### src/rtl/quad_decoder.sv
// Quadrature encoder front end: per-line synchroniser and glitch filter,
// x4 decode, wrapping position counter with step/dir/sticky error flags.
module quad_decoder #(
    parameter int COUNT_W     = 16,
    parameter int FILTER_LEN  = 4,
    parameter int SYNC_STAGES = 2
) (
    input  logic               clk,
    input  logic               reset,
    input  logic               enc_a,
    input  logic               enc_b,
    input  logic               clear,
    input  logic               err_clear,
    output logic [COUNT_W-1:0] count,
    output logic               step,
    output logic               dir,
    output logic               error
);

    localparam int FCNT_W = (FILTER_LEN > 1) ? $clog2(FILTER_LEN) : 1;
    localparam int ICNT_W = $clog2(SYNC_STAGES + 1);
    localparam logic [FCNT_W-1:0] FILT_LAST = FCNT_W'(FILTER_LEN - 1);
    localparam logic [ICNT_W-1:0] INIT_LAST = ICNT_W'(SYNC_STAGES);

    typedef enum logic [0:0] {
        ST_INIT = 1'b0,
        ST_RUN  = 1'b1
    } state_t;

    // Returns {next filtered level, next disagreement count} for one line.
    function automatic logic [FCNT_W:0] filter_next(input logic sync_x,
                                                    input logic filt_x,
                                                    input logic [FCNT_W-1:0] cnt);
        logic [FCNT_W:0] res;
        if (sync_x == filt_x) begin
            res = {filt_x, {FCNT_W{1'b0}}};
        end else if (cnt == FILT_LAST) begin
            res = {sync_x, {FCNT_W{1'b0}}};
        end else begin
            res = {filt_x, cnt + FCNT_W'(1)};
        end
        return res;
    endfunction

    logic [SYNC_STAGES-1:0] sync_a_q, sync_a_d;
    logic [SYNC_STAGES-1:0] sync_b_q, sync_b_d;
    logic [1:0]             sync_x_s;
    logic [1:0]             filt_q, filt_d;
    logic [FCNT_W-1:0]      fcnt_a_q, fcnt_a_d;
    logic [FCNT_W-1:0]      fcnt_b_q, fcnt_b_d;
    logic [FCNT_W:0]        fa_s, fb_s;
    logic [1:0]             prev_q, prev_d;
    state_t                 state_q, state_d;
    logic [ICNT_W-1:0]      icnt_q, icnt_d;
    logic [COUNT_W-1:0]     count_q, count_d;
    logic                   step_q, step_d;
    logic                   dir_q, dir_d;
    logic                   error_q, error_d;
    logic                   up_s, down_s, illegal_s, run_s;

    // Synchroniser shift chains; the last stage is the usable sample.
    always_comb begin
        sync_a_d = {sync_a_q[SYNC_STAGES-2:0], enc_a};
        sync_b_d = {sync_b_q[SYNC_STAGES-2:0], enc_b};
        sync_x_s = {sync_a_q[SYNC_STAGES-1], sync_b_q[SYNC_STAGES-1]};
    end

    assign fa_s  = filter_next(sync_x_s[1], filt_q[1], fcnt_a_q);
    assign fb_s  = filter_next(sync_x_s[0], filt_q[0], fcnt_b_q);
    assign run_s = (state_q == ST_RUN);

    // Classify the {prev, cur} filtered pair as up, down or illegal.
    always_comb begin
        up_s      = 1'b0;
        down_s    = 1'b0;
        illegal_s = 1'b0;
        case ({prev_q, filt_q})
            4'b0010, 4'b1011, 4'b1101, 4'b0100: up_s      = 1'b1;
            4'b0001, 4'b0111, 4'b1110, 4'b1000: down_s    = 1'b1;
            4'b0011, 4'b1100, 4'b1001, 4'b0110: illegal_s = 1'b1;
            default: begin
                up_s      = 1'b0;
                down_s    = 1'b0;
                illegal_s = 1'b0;
            end
        endcase
    end

    // FSM next state: INIT bypasses the filter so the lines settle without a false step.
    always_comb begin
        state_d  = state_q;
        icnt_d   = icnt_q;
        filt_d   = filt_q;
        fcnt_a_d = fcnt_a_q;
        fcnt_b_d = fcnt_b_q;
        prev_d   = prev_q;
        case (state_q)
            ST_INIT: begin
                filt_d   = sync_x_s;
                prev_d   = sync_x_s;
                fcnt_a_d = '0;
                fcnt_b_d = '0;
                if (icnt_q == INIT_LAST) begin
                    state_d = ST_RUN;
                    icnt_d  = '0;
                end else begin
                    icnt_d = icnt_q + ICNT_W'(1);
                end
            end
            ST_RUN: begin
                filt_d   = {fa_s[FCNT_W], fb_s[FCNT_W]};
                fcnt_a_d = fa_s[FCNT_W-1:0];
                fcnt_b_d = fb_s[FCNT_W-1:0];
                prev_d   = filt_q;
            end
            default: begin
                state_d = ST_INIT;
                icnt_d  = '0;
            end
        endcase
    end

    // Counter, step, direction and sticky error; clear beats a step, a new error beats err_clear.
    always_comb begin
        step_d = run_s & (up_s | down_s);
        if (clear) begin
            count_d = '0;
        end else if (run_s && up_s) begin
            count_d = count_q + COUNT_W'(1);
        end else if (run_s && down_s) begin
            count_d = count_q - COUNT_W'(1);
        end else begin
            count_d = count_q;
        end
        if (run_s && up_s) begin
            dir_d = 1'b1;
        end else if (run_s && down_s) begin
            dir_d = 1'b0;
        end else begin
            dir_d = dir_q;
        end
        if (run_s && illegal_s) begin
            error_d = 1'b1;
        end else if (err_clear) begin
            error_d = 1'b0;
        end else begin
            error_d = error_q;
        end
    end

    // State registers with synchronous active-low reset.
    always_ff @(posedge clk) begin
        if (!reset) begin
            sync_a_q <= '0;
            sync_b_q <= '0;
            filt_q   <= 2'b00;
            fcnt_a_q <= '0;
            fcnt_b_q <= '0;
            prev_q   <= 2'b00;
            state_q  <= ST_INIT;
            icnt_q   <= '0;
            count_q  <= '0;
            step_q   <= 1'b0;
            dir_q    <= 1'b0;
            error_q  <= 1'b0;
        end else begin
            sync_a_q <= sync_a_d;
            sync_b_q <= sync_b_d;
            filt_q   <= filt_d;
            fcnt_a_q <= fcnt_a_d;
            fcnt_b_q <= fcnt_b_d;
            prev_q   <= prev_d;
            state_q  <= state_d;
            icnt_q   <= icnt_d;
            count_q  <= count_d;
            step_q   <= step_d;
            dir_q    <= dir_d;
            error_q  <= error_d;
        end
    end

    assign count = count_q;
    assign step  = step_q;
    assign dir   = dir_q;
    assign error = error_q;

endmodule

### config.mk
export PLATFORM = sky130hd
export DESIGN_NAME = quad_decoder
export DESIGN_NICKNAME = d
export VERILOG_FILES = /design/src/rtl/quad_decoder.sv
export SDC_FILE = /design/constraint.sdc
export NUM_CORES = 1
export LEC_CHECK = 0
export CAP_MARGIN = 20
export CORE_UTILIZATION = 60
export CTS_CLUSTER_SIZE = 20
export DETAILED_ROUTE_END_ITERATION = 6
export PLACE_DENSITY = 0.84
export SETUP_SLACK_MARGIN = 0.4
export SYNTH_ARGS = -nofsm -noshare
export SYNTH_HDL_FRONTEND = slang
export SYNTH_SLANG_ARGS = --single-unit
### constraint.sdc
create_clock -name clk -period 8.1 [get_ports clk]
set_clock_uncertainty 0.15 [all_clocks]
set_input_delay 1.215 -clock clk [delete_from_list [all_inputs] [get_ports clk]]
set_output_delay 1.215 -clock clk [all_outputs]
set_load 0.02 [all_outputs]
# Word level (Yosys, flattened, before mapping)
# Index checks and enable logic that the tools add are counted.
word_totals:
  reg_bits: 34
  input_bits: 6
  output_inout_bits: 19
  elab_cells: 74
op_classes:
  addsub: 5
  n_eq_ne: 21
  muxes: 20
  bitwise: 4
  reduce_logical: 11
ops:
  columns: ["operator", "n"]
  rows:
  - ["16-bit 2-to-1 mux", 2]
  - ["4-bit equality test (second input constant)", 6]
  - ["16-bit by 1-bit adder with 16-bit output (second input constant)", 1]
  - ["2-bit case mux with 2 select lines", 4]
  - ["16-bit by 1-bit subtractor with 16-bit output (second input constant)", 1]
  - ["4-bit by 3-bit equality test with 1-bit output (second input constant)", 3]
  - ["3-bit 2-to-1 mux", 4]
  - ["4-bit OR reduction", 3]
  - ["1-bit 2-to-1 mux", 9]
  - ["4-bit by 2-bit equality test with 1-bit output (second input constant)", 2]
  - ["2-bit by 1-bit adder with 2-bit output (second input constant)", 3]
  - ["2-bit equality test (second input constant)", 3]
  - ["4-bit by 1-bit equality test with 1-bit output (second input constant)", 1]
  - ["2-bit by 1-bit inequality test with 1-bit output (second input constant)", 2]
  - ["2-bit inequality test (second input constant)", 2]
  - ["2-bit AND reduction", 2]
  - ["2-bit nonzero test", 2]
  - ["1-bit logical AND", 3]
  - ["1-bit equality test", 2]
  - ["2-bit 2-to-1 mux", 1]
  - ["1-bit NOT", 2]
  - ["2-bit OR reduction", 1]
  - ["1-bit AND", 1]
  - ["1-bit bitwise OR", 1]

# Longest topological paths before layout
logic_depth:
  depth_word: 6
  ltp_mapped: 11
  depth_no_buf: 10

# Least setup slack after synthesis
# No wires, ideal clock.
synth_timing:
  path_kind: "reg-to-reg"
  from: "register filt_q[1]"
  to: "register count_q[12] (netlist: count[12])"
  setup_ns: 0.123
  arrival_ns: 2.831
  t_required_ns: 7.827
  slack_ns: 4.996
  stages_incl_launch_ff: 11
  n_path_buf: 1
  synth_period_minus_slack_ns: 3.104
  path_cell_list: "dfxtp_1 -> buf_6 -> xor2_2 -> nand3_1 -> ha_1 -> nor2b_4 -> o31a_1 -> o31a_4 -> a2111oi_4 -> or3_1 -> nand3_1"
synth_between:
  elab_chain_len: 5
  word_cells_on_any_way: 16
  classes_between: "eq/ne (8); mux (3); reduce/logical (5)"
synth_rtl:
  columns: ["element", "line", "rtl"]
  rows:
  - ["from (decl)", "48", "logic [1:0] filt_q, filt_d;"]
  - ["from (signal assigned)", "169", "filt_q <= filt_d;"]
  - ["4-bit by 2-bit equality test with 1-bit output (tied with other cells)", "77", "case ({prev_q, filt_q})"]
  - ["4-bit OR reduction", "77", null]
  - ["1-bit 2-to-1 mux", "77", null]
  - ["1-bit logical AND, on equally long branches", "128, 130", null]
  - ["16-bit 2-to-1 mux / 2-bit nonzero test (equally long branches)", null, null]
  - ["to (signal assigned)", "175", "count_q <= count_d;"]
  - ["to (decl)", "55", "logic [COUNT_W-1:0] count_q, count_d;"]
# Several ways; a longest one is shown, not always the timed one.
# A chain may end at the register's enable or synchronous reset.

# Worst setup path after layout
# Ends and elaborated chain as after synthesis.

==> flow_summary.ini <==
[global_route]
gr-total-overflow = 0
grtUsageTotal = 0.246
antenna_found_initial = 0
grt_pass1_wl_um = 6810
grt_pass1_vias = 1575
grt_start_max_net_pins = 24

[synth]
synth_top_cell_area_share = 0.325
synth_cells = 235
syn_area_sq_um = 2090
synth_edf_count = 0
synth.avg_cell_area_sq_um = 8.90
synth_most_common_cell = dfxtp_1
ys_seq_elements = 34
synthTopCellsByCount = 34 x dfxtp_1, 23 x nand2_1, 18 x a21oi_1, 17 x ha_1, 12 x nor2_1
async_flop_share = 0
synthTopCellsByArea = dfxtp_1 33%, ha_1 10%, a21oi_1 4.3%, nand2_1 4.1%, a21boi_0 2.5%
synth.net_count = 259
synth_largest_area_cell = dfxtp_1
yosysUniqueCellTypes = 54
ys_warn_count = 0
synthFlopType = dfxtp_1
ys_seq_area_frac = 0.325

[drt]
drtIter0Drc = 87
drtAntennaViolNets = 0
wl_per_cell_um = 13.6
drcViolationCount = 0
wl_met3_um = 142
dr.pass1.iters = 7
via_count = 1745
viasPerCell = 5.78
routed.top_layer = met4
wirelength_um = 4120
m1WireLength_um = 1860
met2WireLength_um = 2050

[clocking]
clk_pin_slew_ns = 0.11
numClockSinks = 34
clk_latency_ns = 0.34
clk_path_buf_depth = 2
post_cts_buffers = 0
postCtsResizedCells = 0
cts_buffers = 5
tritoncts = built
htree_levels = 2
cts_root_buffer = clkbuf_4
cts_hold_buf = 0

[layout]
nFillCells = 285
num_antenna_cells = 0
multiInputGateArea_sq_um = 1320
post-route-util = 0.709
area_growth_pct = 13.2
drive_gt1_frac = 0.0742
seq_area_sq_um = 681
nets = 280

[setup_path]
crit_path_max_fanout = 18
crit_path_end_kind = flop
cp.arrival_ns = 3.64
startpoint_type = flop
crit_required_ns = 8.18
reg2reg_slack_ns = 4.55
path_class = reg2reg

[floorplanning]
rows = 21
die_w_um = 61.1
core-area_sq_um = 3340
start_util = 0.627
fp.dieH_um = 61.1
ioPinCount = 25
dieArea_sq_um = 3730

[power]
power.leakage_nw = 0.995
power_mw = 0.319
max-vdd-ir-drop_v = 0.0000993
power.density_nw_per_um2 = 135

[timing]
rsz0062_at_grt = false
period_share = 0.439
max_freq_ghz = 0.281
worst_pin_slew_ns = 0.748
setup_viol_count_final = 0
whs_ns = 0.288
finalCriticalPeriod_ns = 3.55
finalMaxSlewViolations = 0
fin_tns_setup_ns = 0
hold_viol = 0
relSlewSlack = 0.500

[placed_design]
io_buffers = 24
post-dp-hpwl_um = 3010
gp_congestion = 0.842

[min_path]
hp-class = reg2reg

[status]
status = completed

[job]
maxCapViolCount = 0
critical path, cell delays in order (launching register included):
cell,delay [ns]
dfxtp_1,0.48
xor2_2,0.27
nand3_1,0.61
ha_1,0.60
nor2b_4,0.15
o31a_1,0.27
o31a_4,0.33
a2111oi_4,0.37
or3_1,0.16
nand3_1,0.06
sequential cells by signal (all words and copies together), names as in the netlist, 2 cells and up:
name,count
count,16
fcnt_a_q,2
fcnt_b_q,2
filt_q,2
icnt_q,2
prev_q,2
sync_a_q,2
sync_b_q,2
path summary, 6_finish.rpt:
kind / from / endpoint / cells after the start
worst max-delay path: filt_q[1] / count[12] / 9
worst min-delay path: fcnt_b_q[0] / fcnt_b_q[0] / 1
worst max register to register: filt_q[1] / count[12] / 9
worst min register to register: fcnt_b_q[0] / fcnt_b_q[0] / 1
routing by layer:
layer	track usage	vias to the layer above
li1	-	890
met1	0.311	812
met2	0.407	35
met3	0.0525	8
met4	0.101	0
met5	0	-
report_power, final:
part	leakage, nW	switching (mW)	internal (mW)	total [mW]
registers	0.276	0.00634	0.173	0.179
clock network	0.0308	0.0575	0.0312	0.0887
logic	0.688	0.0270	0.0246	0.0516
total	0.995	0.0909	0.228	0.319
stage by stage:
stage	instances	setup slack (ns)	cell area, sq um
floorplan	235	5.00	2090
CTS	302	4.53	2370
detailed placement	295	4.55	2320
global placement	295	4.63	2320
global route	302	4.31	2370
finish	302	4.55	2370
kinds of logic after synthesis:
group	count (synthesis)	share of synthesized area
and+or+nand+nor	88	0.225
adders and majority gates	18	0.111
DFF	34	0.325
AOI/OAI and AO/OA	62	0.209
muxes	5	0.0239
xor gates and xnor gates	12	0.0610
buffers and inverters	16	0.0443
cells in the final DEF, fill, tap and decap left out, types with 3 or more instances in the layout:
master	n
dfxtp_1	34
clkdlybuf4s50_1	24
nand2_1	23
a21oi_1	18
ha_1	17
nor2_1	12
nand3_1	10
o21ai_0	10
a21boi_0	7
inv_1	6
nor3_1	6
xor2_1	5
mux2i_1	5
nor2b_1	5
and2_1	5
clkbuf_4	5
o21a_1	4
xnor2_1	4
nor4_1	4
a21o_1	4
and3_1	4
or3_1	3
layout make-up:
class	count	area share
Sequential cell	34	0.288
Multi-Input combinational cell	185	0.557
Inverter	6	0.00951
Clock buffer	5	0.0159
Tap cell	46	0.0243
Timing Repair Buffer	24	0.101
Clock inverter	2	0.00423
(Power assumes the default switching activity.)
